==> config.mk <==
export PLATFORM = sky130hd
export DESIGN_NAME = router_fsm
export DESIGN_NICKNAME = d
export VERILOG_FILES = /design/src/rtl/router_pkg.sv /design/src/rtl/router_fsm.sv
export SDC_FILE = /design/constraint.sdc
export NUM_CORES = 1
export LEC_CHECK = 0
export CORE_MARGIN = 4
export CORE_UTILIZATION = 38
export CTS_CLUSTER_DIAMETER = 150
export DETAILED_ROUTE_END_ITERATION = 10
export PLACE_DENSITY_LB_ADDON = 0.3
export SYNTH_ARGS = -nofsm -noshare
export SYNTH_HDL_FRONTEND = slang
export SYNTH_SLANG_ARGS = --single-unit
==> constraint.sdc <==
create_clock -name clk -period 1.9 [get_ports clk]
set_input_delay 0.57 -clock clk [delete_from_list [all_inputs] [get_ports clk]]
set_output_delay 0.57 -clock clk [all_outputs]
set_load 0.05 [all_outputs]
==> src/rtl/router_pkg.sv <==
`default_nettype none
// ============================================================================
//  Module      : router_pkg
//  Description : Shared state encoding, address constants and output decode
//                for the router controller FSM.
//  Revision    : 1.0 - initial release
// ============================================================================
package router_pkg;

    // Controller states; all eight 3-bit codes are assigned.
    typedef enum logic [2:0] {
        DECODE_ADDRESS     = 3'd0,
        LOAD_FIRST_DATA    = 3'd1,
        LOAD_DATA          = 3'd2,
        WAIT_TILL_EMPTY    = 3'd3,
        FIFO_FULL_STATE    = 3'd4,
        LOAD_AFTER_FULL    = 3'd5,
        LOAD_PARITY        = 3'd6,
        CHECK_PARITY_ERROR = 3'd7
    } router_state_e;

    // Header address value that names no output port.
    localparam logic [1:0] c_addr_invalid = 2'b11;

    // Bundle of all controller outputs, registered together.
    typedef struct packed {
        logic detect_add;
        logic lfd_state;
        logic ld_state;
        logic full_state;
        logic laf_state;
        logic rst_int_reg;
        logic write_enb_reg;
        logic busy;
    } router_out_t;

    // Moore decode: outputs depend only on the state.
    function automatic router_out_t decode_outputs(input router_state_e state);
        router_out_t o;
        o               = '0;
        o.detect_add    = (state == DECODE_ADDRESS);
        o.lfd_state     = (state == LOAD_FIRST_DATA);
        o.ld_state      = (state == LOAD_DATA);
        o.full_state    = (state == FIFO_FULL_STATE);
        o.laf_state     = (state == LOAD_AFTER_FULL);
        o.rst_int_reg   = (state == CHECK_PARITY_ERROR);
        o.write_enb_reg = (state == LOAD_DATA) || (state == LOAD_PARITY) ||
                          (state == LOAD_AFTER_FULL);
        o.busy          = !((state == DECODE_ADDRESS) || (state == LOAD_DATA));
        return o;
    endfunction

endpackage : router_pkg
`default_nettype wire

==> src/rtl/router_fsm.sv <==
`default_nettype none
// ============================================================================
//  Module      : router_fsm
//  Description : Packet router controller. Decodes the header address, waits
//                for the target FIFO to drain, sequences payload/parity loads
//                and throttles the source while the FIFO is full.
//  Revision    : 1.0 - initial release
// ============================================================================
module router_fsm
    import router_pkg::*;
(
    input  logic       clk,
    input  logic       rst,
    input  logic       packet_valid,
    input  logic [1:0] data_in,
    input  logic       fifo_full,
    input  logic       fifo_empty_0,
    input  logic       fifo_empty_1,
    input  logic       fifo_empty_2,
    input  logic       soft_reset_0,
    input  logic       soft_reset_1,
    input  logic       soft_reset_2,
    input  logic       parity_done,
    input  logic       low_packet_valid,
    output logic       detect_add,
    output logic       lfd_state,
    output logic       ld_state,
    output logic       full_state,
    output logic       laf_state,
    output logic       rst_int_reg,
    output logic       write_enb_reg,
    output logic       busy
);

    router_state_e r_state;
    router_state_e w_next;
    logic [1:0]    r_addr;
    router_out_t   r_out;

    // Port 3 does not exist; its slot reads as never-empty / never-reset.
    logic [3:0] w_empty_vec;
    logic [3:0] w_soft_vec;
    logic       w_hdr_ok;
    logic       w_soft_hit;

    assign w_empty_vec = {1'b0, fifo_empty_2, fifo_empty_1, fifo_empty_0};
    assign w_soft_vec  = {1'b0, soft_reset_2, soft_reset_1, soft_reset_0};
    assign w_hdr_ok    = packet_valid && (data_in != c_addr_invalid);
    assign w_soft_hit  = w_soft_vec[r_addr];

    // Next-state selection; a soft reset on the active port wins over all moves.
    always_comb begin
        w_next = r_state;
        if (w_soft_hit) begin
            w_next = DECODE_ADDRESS;
        end else begin
            case (r_state)
                DECODE_ADDRESS: begin
                    if (w_hdr_ok)
                        w_next = w_empty_vec[data_in] ? LOAD_FIRST_DATA : WAIT_TILL_EMPTY;
                end
                WAIT_TILL_EMPTY: begin
                    if (w_empty_vec[r_addr])
                        w_next = LOAD_FIRST_DATA;
                end
                LOAD_FIRST_DATA: w_next = LOAD_DATA;
                LOAD_DATA: begin
                    if (fifo_full)
                        w_next = FIFO_FULL_STATE;
                    else if (!packet_valid)
                        w_next = LOAD_PARITY;
                end
                FIFO_FULL_STATE: begin
                    if (!fifo_full)
                        w_next = LOAD_AFTER_FULL;
                end
                LOAD_AFTER_FULL: begin
                    if (parity_done)
                        w_next = DECODE_ADDRESS;
                    else if (low_packet_valid)
                        w_next = LOAD_PARITY;
                    else
                        w_next = LOAD_DATA;
                end
                LOAD_PARITY:        w_next = CHECK_PARITY_ERROR;
                CHECK_PARITY_ERROR: w_next = fifo_full ? FIFO_FULL_STATE : DECODE_ADDRESS;
                default:            w_next = DECODE_ADDRESS;
            endcase
        end
    end

    // State, latched address and registered Moore outputs (decoded from next state).
    always_ff @(posedge clk) begin
        if (rst) begin
            r_state <= DECODE_ADDRESS;
            r_addr  <= 2'd0;
            r_out   <= decode_outputs(DECODE_ADDRESS);
        end else begin
            r_state <= w_next;
            if ((r_state == DECODE_ADDRESS) && w_hdr_ok)
                r_addr <= data_in;
            r_out   <= decode_outputs(w_next);
        end
    end

    assign detect_add    = r_out.detect_add;
    assign lfd_state     = r_out.lfd_state;
    assign ld_state      = r_out.ld_state;
    assign full_state    = r_out.full_state;
    assign laf_state     = r_out.laf_state;
    assign rst_int_reg   = r_out.rst_int_reg;
    assign write_enb_reg = r_out.write_enb_reg;
    assign busy          = r_out.busy;

endmodule : router_fsm
`default_nettype wire

==> impl_metrics.csv, run 1 <==
group,metric,value,unit
global_routing,track_usage,13.5,%
placement,place_area,921,um^2
sta,worst_pin_slew,0.273,ns
yosys,synth-compound-area-share,14.5,%
finish,final_common_cell,"buf_4",
finish,drive_gt1_share,34.3,%
finish,largest_register,"r_state",
critical_path,worst_setup_path_end_kind,"flop",
yosys,synth_mux_area_share,8.76,%
global_routing,grt_pass1_vias,607,
power_and_ir_drop,power.density,699,nW/um^2
floorplanning,dieHeight,48.7,um
floorplanning,coreArea,1540,um^2
critical_path,critPathBufInv,2,
clocking,ctsHoldBuffers,0,
clocking,cts_buffers,3,
sta,slew_headroom,81.8,%
run,max_cap_viol_count,0,
global_routing,grt-ovfl-total,0,
critical_path,critPathKind,"in2reg",
clocking,root_buffer,"clkbuf_4",
sta,tns,0,ns
yosys,async_flop_share,0,%
drt,ant_nets,0,
yosys,synth-edff-count,0,
sta,fmax,538,MHz
drt,vias,619,
sta,setup_violations,0,
critical_path,cp-start-kind,"input pin",
finish,final_cell_mix,"23 x buf_4, 13 x dfxtp_1, 7 x nor2_1, 7 x dlygate4sd2_1",
global_routing,grt_start_max_net_pins,10,
finish,top_regs,"r_state (3), r_addr (2)",
critical_path,path_max_fanout,5,
clocking,clk_latency,0.27,ns
yosys,synth_area_per_cell,9.37,um^2
hold_path,min_path_type,"reg2reg",
critical_path,cp.required,2.06,ns
finish,largest_reg_flops,3,
critical_path,cp_slowest_stage_delay,0.35,ns
yosys,synth_cells,67,
placement,dp_hpwl,1160,um
floorplanning,io_pins,22,
critical_path,path_cells,"dlygate4sd2_1, mux2_4, o311a_1, a311o_2, buf_4, and3_2",
floorplanning,die_x,48.7,um
sta,maxSlewViolCount,0,
drt,wl_per_cell,12.6,um
sta,fin_crit_sh,97.9,%
critical_path,cp_data_arrival_time,2.02,ns
yosys,yosys.area_share.simple,29.7,%
global_routing,antenna_found_initial,0,
drt,wl,1520,um
floorplanning,initial_core_util,40.7,%
yosys,synthXorXnorAreaFrac,1.39,%
power_and_ir_drop,power.leakage,0.000485,uW
clocking,cts_tree,"yes",
sta,skew,0.00260,ns
critical_path,critPathSlowestCell,"a311o_2",
drt,first_iter_violations,11,
yosys,synth_flop_cell,"dfxtp_1",
status,outcome,"finished clean",
clocking,htree_levels,1,
floorplanning,placementRows,14,
finish,area_growth,55.8,%
yosys,synth_seq_cells,13,
yosys,yosysWarnings,0,
critical_path,path_delay_family,"compound AO/OA/AOI/OAI gates",
floorplanning,dieArea,2370,um^2
finish,fill_cells,146,
clocking,clkSinkCount,13,
finish,fin_area,978,um^2
sta,rsz0062_at_grt,"yes",
yosys,netlist_area,628,um^2
drt,avgViaCountPerCell,5.12,
finish,fin_nets,120,
yosys,synth_top_family_by_area,"simple AND/OR/NAND/NOR gates",
yosys,synth_cell_type_count,32,
yosys,ys_seq_area_share,41.4,%
sta,hold_violations,0,
yosys,synthAdderAreaFrac,0,%
finish,antennaDiodeCount,0,
clocking,clock_path_buffers,2,
global_routing,grt_pass1_wl,2580,um
placement,gp_congestion,0.820,
clocking,path_clk_slew,0.07,ns
yosys,syn_nets,81,
placement,io_buffers,21,
power_and_ir_drop,vdd_drop_max,0.476,mV
drt,first_pass_iters,4,
drt,drc,0,
sta,fin_crit,1.86,ns
cells in the mapped netlist (2+ instances only):
| cell | number | area share, % |
|---|---|---|
| and3_1 | 2 | 2.0 |
| nor2b_1 | 2 | 2.0 |
| mux2i_1 | 4 | 6.4 |
| nor2_1 | 7 | 4.2 |
| nand3_1 | 3 | 2.4 |
| dfxtp_1 | 13 | 41 |
| nand2_1 | 4 | 2.4 |
| buf_4 | 2 | 2.4 |
| nor3_1 | 3 | 2.4 |
| nand2b_1 | 3 | 3.0 |
| inv_1 | 3 | 1.8 |
logic make-up (layout without fill, tap and decap cells):
logic type	count (synthesis)	count (layout)
xor gates and xnor gates	1	1
DFF	13	13
muxes	5	5
buffers and inverters	5	43
AOI/OAI and AO/OA	11	11
and+or+nand+nor	32	32
repair_timing:
action | in CTS | in global routing
pin swaps | 5 | 3
endpoints found under the setup margin | 7 | 6
setup buffers | 2 | 0
resized for setup | 11 | 4
metal layers:
metal  up-vias  routed length (um)  global-route usage [%]
met2        16                 744                    23.7
met5         -                   0                       0
met1       282                 677                    15.2
li1        317                   -                       -
met4         0                  31                    2.69
met3         4                  69                    5.52
path summary, 6_finish.rpt:
check                              start                      to  slack (ns)  depth (start not counted)
setup / recovery            fifo_empty_0   full_state$_SDFF_PP0_        0.04                          6
hold reg to reg   r_addr[1]$_SDFFE_PP0P_  r_addr[1]$_SDFFE_PP0P_        0.59                          2
hold / removal    r_addr[1]$_SDFFE_PP0P_  r_addr[1]$_SDFFE_PP0P_        0.59                          2
setup reg to reg   r_state[2]$_SDFF_PP0_    laf_state$_SDFF_PP0_        0.21                          5
worst register-to-register path: stages (launching register included):
cell      delay, ns
dfxtp_1        0.48
and3b_1        0.22
o221ai_1       0.07
a311o_2        0.25
or4b_4         0.49
nor3_4         0.11
final cells by class:
type | count | area (um^2) | area share [%]
multi-input combinational | 49 | 362 | 37.0
timing repair buffer | 36 | 299 | 30.6
sequential | 13 | 260 | 26.6
clock buffer | 4 | 26.3 | 2.69
tap | 16 | 20.0 | 2.05
inverter | 3 | 11.3 | 1.15
where the power goes:
group | internal, uW | switching, uW | total [uW]
Sequential | 290 | 14.6 | 305
Combinational | 109 | 109 | 218
Clock | 81.4 | 80.6 | 162
stage by stage:
| step | util (%) | power, uW | hold slack, ns | setup WS (ns) | instances |
|---|---|---|---|---|---|
| global route | 63.5 | 730 | 0.629 | -0.00252 | 121 |
| CTS | 62.4 | 686 | 0.601 | 0.0101 | 121 |
| floorplan | - | 421 | 0.540 | 0.0278 | 67 |
| finish | 63.5 | 684 | 0.587 | 0.0398 | 121 |
| global placement | 59.7 | 514 | 0.573 | -0.526 | 115 |
| detailed placement | 59.7 | 518 | 0.589 | -0.538 | 115 |
Note: power is estimated with default switching activity, not from simulation.
==> run 2, diff against run 1 <==
--- a/config.mk
+++ b/config.mk
@@ -9,7 +9,7 @@
 export CORE_UTILIZATION = 38
 export CTS_CLUSTER_DIAMETER = 150
 export DETAILED_ROUTE_END_ITERATION = 10
-export PLACE_DENSITY_LB_ADDON = 0.3
+export PLACE_DENSITY_LB_ADDON = 0.05
 export SYNTH_ARGS = -nofsm -noshare
 export SYNTH_HDL_FRONTEND = slang
 export SYNTH_SLANG_ARGS = --single-unit
==> impl_metrics.csv, run 2 (synthesis gave the netlist of run 1 again) <==
group,metric,value,unit
status,outcome,"finished clean",
finish,drive_gt1_share,41.9,%
drt,vias,608,
sta,setup_violations,0,
finish,top_regs,"r_state (3), r_addr (2)",
drt,wl,1530,um
critical_path,cp_data_arrival_time,2.02,ns
finish,final_cell_mix,"22 x buf_4, 13 x dfxtp_1, 6 x nor2_1",
clocking,cts_buffers,3,
sta,worst_pin_slew,0.334,ns
finish,fin_nets,120,
placement,dp_cells,115,
critical_path,cp_slowest_stage_delay,0.37,ns
power_and_ir_drop,power.leakage,0.000485,uW
finish,final_common_cell,"buf_4",
global_routing,track_usage,14.1,%
floorplanning,die_x,48.7,um
finish,area_growth,57.8,%
power_and_ir_drop,vdd_drop_max,0.538,mV
critical_path,worst_setup_path_end_kind,"flop",
clocking,clock_path_buffers,2,
placement,dp_hpwl,1140,um
global_routing,grt_pass1_wl,2620,um
sta,fin_crit,1.86,ns
hold_path,min_path_type,"reg2reg",
sta,fmax,538,MHz
drt,ant_nets,0,
placement,place_worst_setup_slack,-0.532,ns
clocking,path_clk_slew,0.07,ns
global_routing,grt-ovfl-total,0,
sta,fin_ws,0.0410,ns
critical_path,path_max_fanout,4,
power_and_ir_drop,power.density,699,nW/um^2
clocking,htree_levels,1,
finish,antennaDiodeCount,0,
sta,fin_crit_sh,97.8,%
critical_path,cp.required,2.07,ns
placement,gp_congestion,0.731,
finish,largest_register,"r_state",
placement,io_buffers,21,
clocking,root_buffer,"clkbuf_4",
critical_path,critPathBufInv,3,
critical_path,critPathSlowestCell,"a311o_2",
clocking,cts_tree,"yes",
sta,maxSlewViolCount,0,
global_routing,antenna_found_initial,0,
drt,wl_per_cell,12.7,um
floorplanning,dieArea,2370,um^2
global_routing,grt_pass1_vias,570,
floorplanning,io_pins,22,
critical_path,cp-start-kind,"input pin",
finish,largest_reg_flops,3,
clocking,clk_latency,0.27,ns
global_routing,grt_start_max_net_pins,10,
finish,fin_cells,121,
floorplanning,placementRows,14,
critical_path,critPathKind,"in2reg",
drt,drc,0,
run,max_cap_viol_count,0,
critical_path,path_cells,"clkbuf_2, mux2_4, o311a_1, a311o_2, buf_6, buf_4, and3_2",
floorplanning,coreArea,1540,um^2
sta,slew_headroom,77.5,%
finish,fill_cells,146,
sta,skew,0.00284,ns
critical_path,path_delay_family,"compound AO/OA/AOI/OAI gates",
drt,first_pass_iters,4,
drt,first_iter_violations,18,
clocking,clkSinkCount,13,
floorplanning,initial_core_util,40.7,%
sta,hold_violations,0,
floorplanning,dieHeight,48.7,um
drt,avgViaCountPerCell,5.02,
run 2: cell type report:
type	count	area, um^2	share of cell area (%)
clock buffer	4	26.3	2.65
multi-input combinational	49	377	38.0
tap	16	20.0	2.02
sequential	13	260	26.3
timing repair buffer	36	297	29.9
inverter	3	11.3	1.14
run 2: metal layers:
| metal | part of all wire, % | track usage (%) | routed length [um] | vias up |
|---|---|---|---|---|
| met3 | 7.3 | 6.13 | 111 | 2 |
| met5 | 0 | 0 | 0 | - |
| met2 | 50 | 23.3 | 769 | 17 |
| li1 | - | - | - | 318 |
| met1 | 42 | 16.3 | 645 | 271 |
| met4 | 0.33 | 4.04 | 5 | 0 |
run 2: worst min-delay path: stages (launching register included):
cell,delay [ns]
dfxtp_1,0.36
mux2i_1,0.15
nor2_1,0.05
run 2: repair_timing:
item,4_1_cts,5_1_grt
setup endpoints to repair,7,4
hold buffers,0,0
pin swaps,4,5
resized for setup,9,15
buffers inserted,1,1
run 2: stage by stage:
step	utilization, %	area, um^2	power, uW	hold WS (ns)	setup TNS (ns)
4_1_cts	62.6	965	689	0.607	0
2_1_floorplan	-	628	421	0.540	0
5_1_grt	64.3	991	737	0.667	-0.00283
6_report	64.3	991	692	0.602	0
3_5_place_dp	59.7	921	517	0.596	-4.20
3_3_place_gp	59.7	921	515	0.584	-4.13
run 2: final timing paths:
kind	slack (ns)	end	depth (start not counted)	start
worst max-delay path	0.04	full_state$_SDFF_PP0_	7	data_in[1]
worst min-delay path	0.60	r_addr[0]$_SDFFE_PP0P_	2	r_addr[0]$_SDFFE_PP0P_
worst max register to register	0.13	full_state$_SDFF_PP0_	6	r_state[0]$_SDFF_PP0_
worst min register to register	0.60	r_addr[0]$_SDFFE_PP0P_	2	r_addr[0]$_SDFFE_PP0P_
run 2: where the power goes:
group,internal [uW],switching (uW)
Combinational,116,108
Clock,81.3,81.4
Sequential,290,16.1
==> run 3, diff against run 2 <==
--- a/config.mk
+++ b/config.mk
@@ -5,11 +5,12 @@
 export SDC_FILE = /design/constraint.sdc
 export NUM_CORES = 1
 export LEC_CHECK = 0
+export CAP_MARGIN = 20
 export CORE_MARGIN = 4
 export CORE_UTILIZATION = 38
 export CTS_CLUSTER_DIAMETER = 150
 export DETAILED_ROUTE_END_ITERATION = 10
-export PLACE_DENSITY_LB_ADDON = 0.05
+export PLACE_DENSITY = 0.77
 export SYNTH_ARGS = -nofsm -noshare
 export SYNTH_HDL_FRONTEND = slang
 export SYNTH_SLANG_ARGS = --single-unit
==> impl_metrics.csv, run 3 (synthesis gave the netlist of run 1 again) <==
group,metric,value,unit
status,outcome,"finished clean",
global_routing,track_usage,11.6,%
floorplanning,dieHeight,48.7,um
clocking,cts_buffers,3,
sta,setup_violations,0,
finish,final_common_cell,"buf_4",
drt,ant_nets,0,
finish,largest_register,"r_state",
clocking,clock_path_buffers,2,
critical_path,crit_path_start,"fifo_empty_2",
sta,fin_ws,0.0918,ns
hold_path,min_path_type,"reg2reg",
power_and_ir_drop,power.density,707,nW/um^2
clocking,clkSinkCount,13,
finish,fill_cells,138,
placement,io_buffers,21,
floorplanning,die_x,48.7,um
critical_path,r2r_cells,5,
sta,maxSlewViolCount,0,
run,max_cap_viol_count,0,
critical_path,path_cells,"clkdlybuf4s15_1, mux2_4, o311a_1, a311o_2, or2_1, a21oi_2",
finish,top_regs,"r_state (3), r_addr (2)",
drt,drc,0,
finish,largest_reg_flops,3,
drt,met1Wirelength,615,um
finish,multiInputGateArea,355,um^2
floorplanning,dieArea,2370,um^2
critical_path,critPathSlowestCell,"a311o_2",
floorplanning,placementRows,14,
critical_path,cp-start-kind,"input pin",
critical_path,cp-endpoint,"write_enb_reg$_SDFF_PP0_",
sta,fin_crit,1.81,ns
global_routing,grt_start_max_net_pins,10,
sta,worst_pin_slew,0.270,ns
finish,fin_area,955,um^2
critical_path,r2r-end,"laf_state$_SDFF_PP0_",
critical_path,critPathBufInv,1,
placement,place_area,906,um^2
finish,drive_gt1_share,34.0,%
placement,gp_congestion,0.748,
sta,skew,0.00518,ns
finish,regArea,260,um^2
critical_path,r2r-start,"r_state[2]$_SDFF_PP0_",
power_and_ir_drop,power.leakage,0.000467,uW
floorplanning,io_pins,22,
global_routing,grt_pass1_wl,2260,um
finish,fin_cells,119,
sta,fin_crit_sh,95.2,%
clocking,cts_tree,"yes",
critical_path,path_max_fanout,6,
finish,fin_nets,118,
critical_path,cp.required,2.11,ns
drt,first_iter_violations,3,
clocking,clk_latency,0.27,ns
drt,route.met3.wl,89,um
critical_path,cp_data_arrival_time,2.02,ns
placement,dp_hpwl,1090,um
critical_path,path_delay_family,"compound AO/OA/AOI/OAI gates",
clocking,htree_levels,1,
sta,fmax,553,MHz
sta,hold_violations,0,
sta,fin_hold_ws,0.600,ns
sta,slew_headroom,82.0,%
critical_path,critPathKind,"in2reg",
critical_path,worst_setup_path_end_kind,"flop",
placement,dp_cells,113,
drt,first_pass_iters,2,
global_routing,antenna_found_initial,0,
finish,final_cell_mix,"21 x buf_4, 13 x dfxtp_1, 7 x nor2_1",
finish,antennaDiodeCount,0,
clocking,root_buffer,"clkbuf_4",
placement,place_worst_setup_slack,-0.548,ns
drt,wl_met2,666,um
clocking,path_clk_slew,0.07,ns
global_routing,grt-ovfl-total,0,
critical_path,r2r_setup_slack,0.26,ns
drt,wl_per_cell,11.5,um
power_and_ir_drop,vdd_drop_max,0.570,mV
drt,vias,590,
drt,avgViaCountPerCell,4.96,
global_routing,grt_pass1_vias,541,
sta,rsz0062_at_grt,"no",
floorplanning,initial_core_util,40.7,%
drt,wl,1370,um
finish,area_growth,52.0,%
floorplanning,coreArea,1540,um^2
sta,tns,0,ns
critical_path,cp_num_cells,6,
critical_path,cp_slowest_stage_delay,0.36,ns
drt,top_layer,"met3",
[run 3: what timing repair did]
item / CTS / global route
resized for setup: 16 / 3
pin swaps: 7 / 4
buffers inserted: 2 / 0
setup endpoints to repair: 8 / 5
hold buffers: 0 / 0
[run 3: through the flow]
| stage | utilization [%] | total power [uW] |
|---|---|---|
| 6_report | 61.9 | 675 |
| 5_1_grt | 61.9 | 714 |
| 4_1_cts | 61.3 | 678 |
| 3_5_place_dp | 58.8 | 512 |
| 3_3_place_gp | 58.8 | 508 |
| 2_1_floorplan | - | 421 |
[run 3: worst min path at each step]
stage,start,endpoint,slack [ns],cells after the start
6_report,r_addr[1]$_SDFFE_PP0P_,r_addr[1]$_SDFFE_PP0P_,0.60,2
5_1_grt,r_addr[1]$_SDFFE_PP0P_,r_addr[1]$_SDFFE_PP0P_,0.66,2
4_1_cts,r_addr[1]$_SDFFE_PP0P_,r_addr[1]$_SDFFE_PP0P_,0.61,2
3_5_place_dp,r_addr[1]$_SDFFE_PP0P_,r_addr[1]$_SDFFE_PP0P_,0.60,2
3_3_place_gp,r_addr[1]$_SDFFE_PP0P_,r_addr[1]$_SDFFE_PP0P_,0.58,2
2_1_floorplan,r_addr[1]$_SDFFE_PP0P_,r_addr[1]$_SDFFE_PP0P_,0.54,2
[run 3: cell type report]
| class | count | area share, % |
|---|---|---|
| Inverter | 3 | 1.18 |
| Clock buffer | 4 | 2.75 |
| Sequential cell | 13 | 27.3 |
| Timing Repair Buffer | 34 | 29.5 |
| Tap cell | 16 | 2.10 |
| Multi-Input combinational cell | 49 | 37.2 |
[run 3: worst reg2reg max path: cells and delay by family (launching register included)]
family / cells / cell delay, ns
AO/OA/AOI/OAI: 2 / 0.31
flip-flops: 1 / 0.47
AND/OR/NAND/NOR: 3 / 0.80
[run 3: report_power, final]
part,leakage (uW),total [uW],switching [uW],internal (uW)
Sequential,0.000106,305,14.9,290
Combinational,0.000346,208,104,104
Clock,0.0000150,162,80.4,81.3
[run 3: routing by layer]
layer	vias to the layer above	GRT usage, %
met5	-	0
met4	0	2.69
met3	0	5.21
met2	14	17.4
met1	263	15.2
li1	313	-
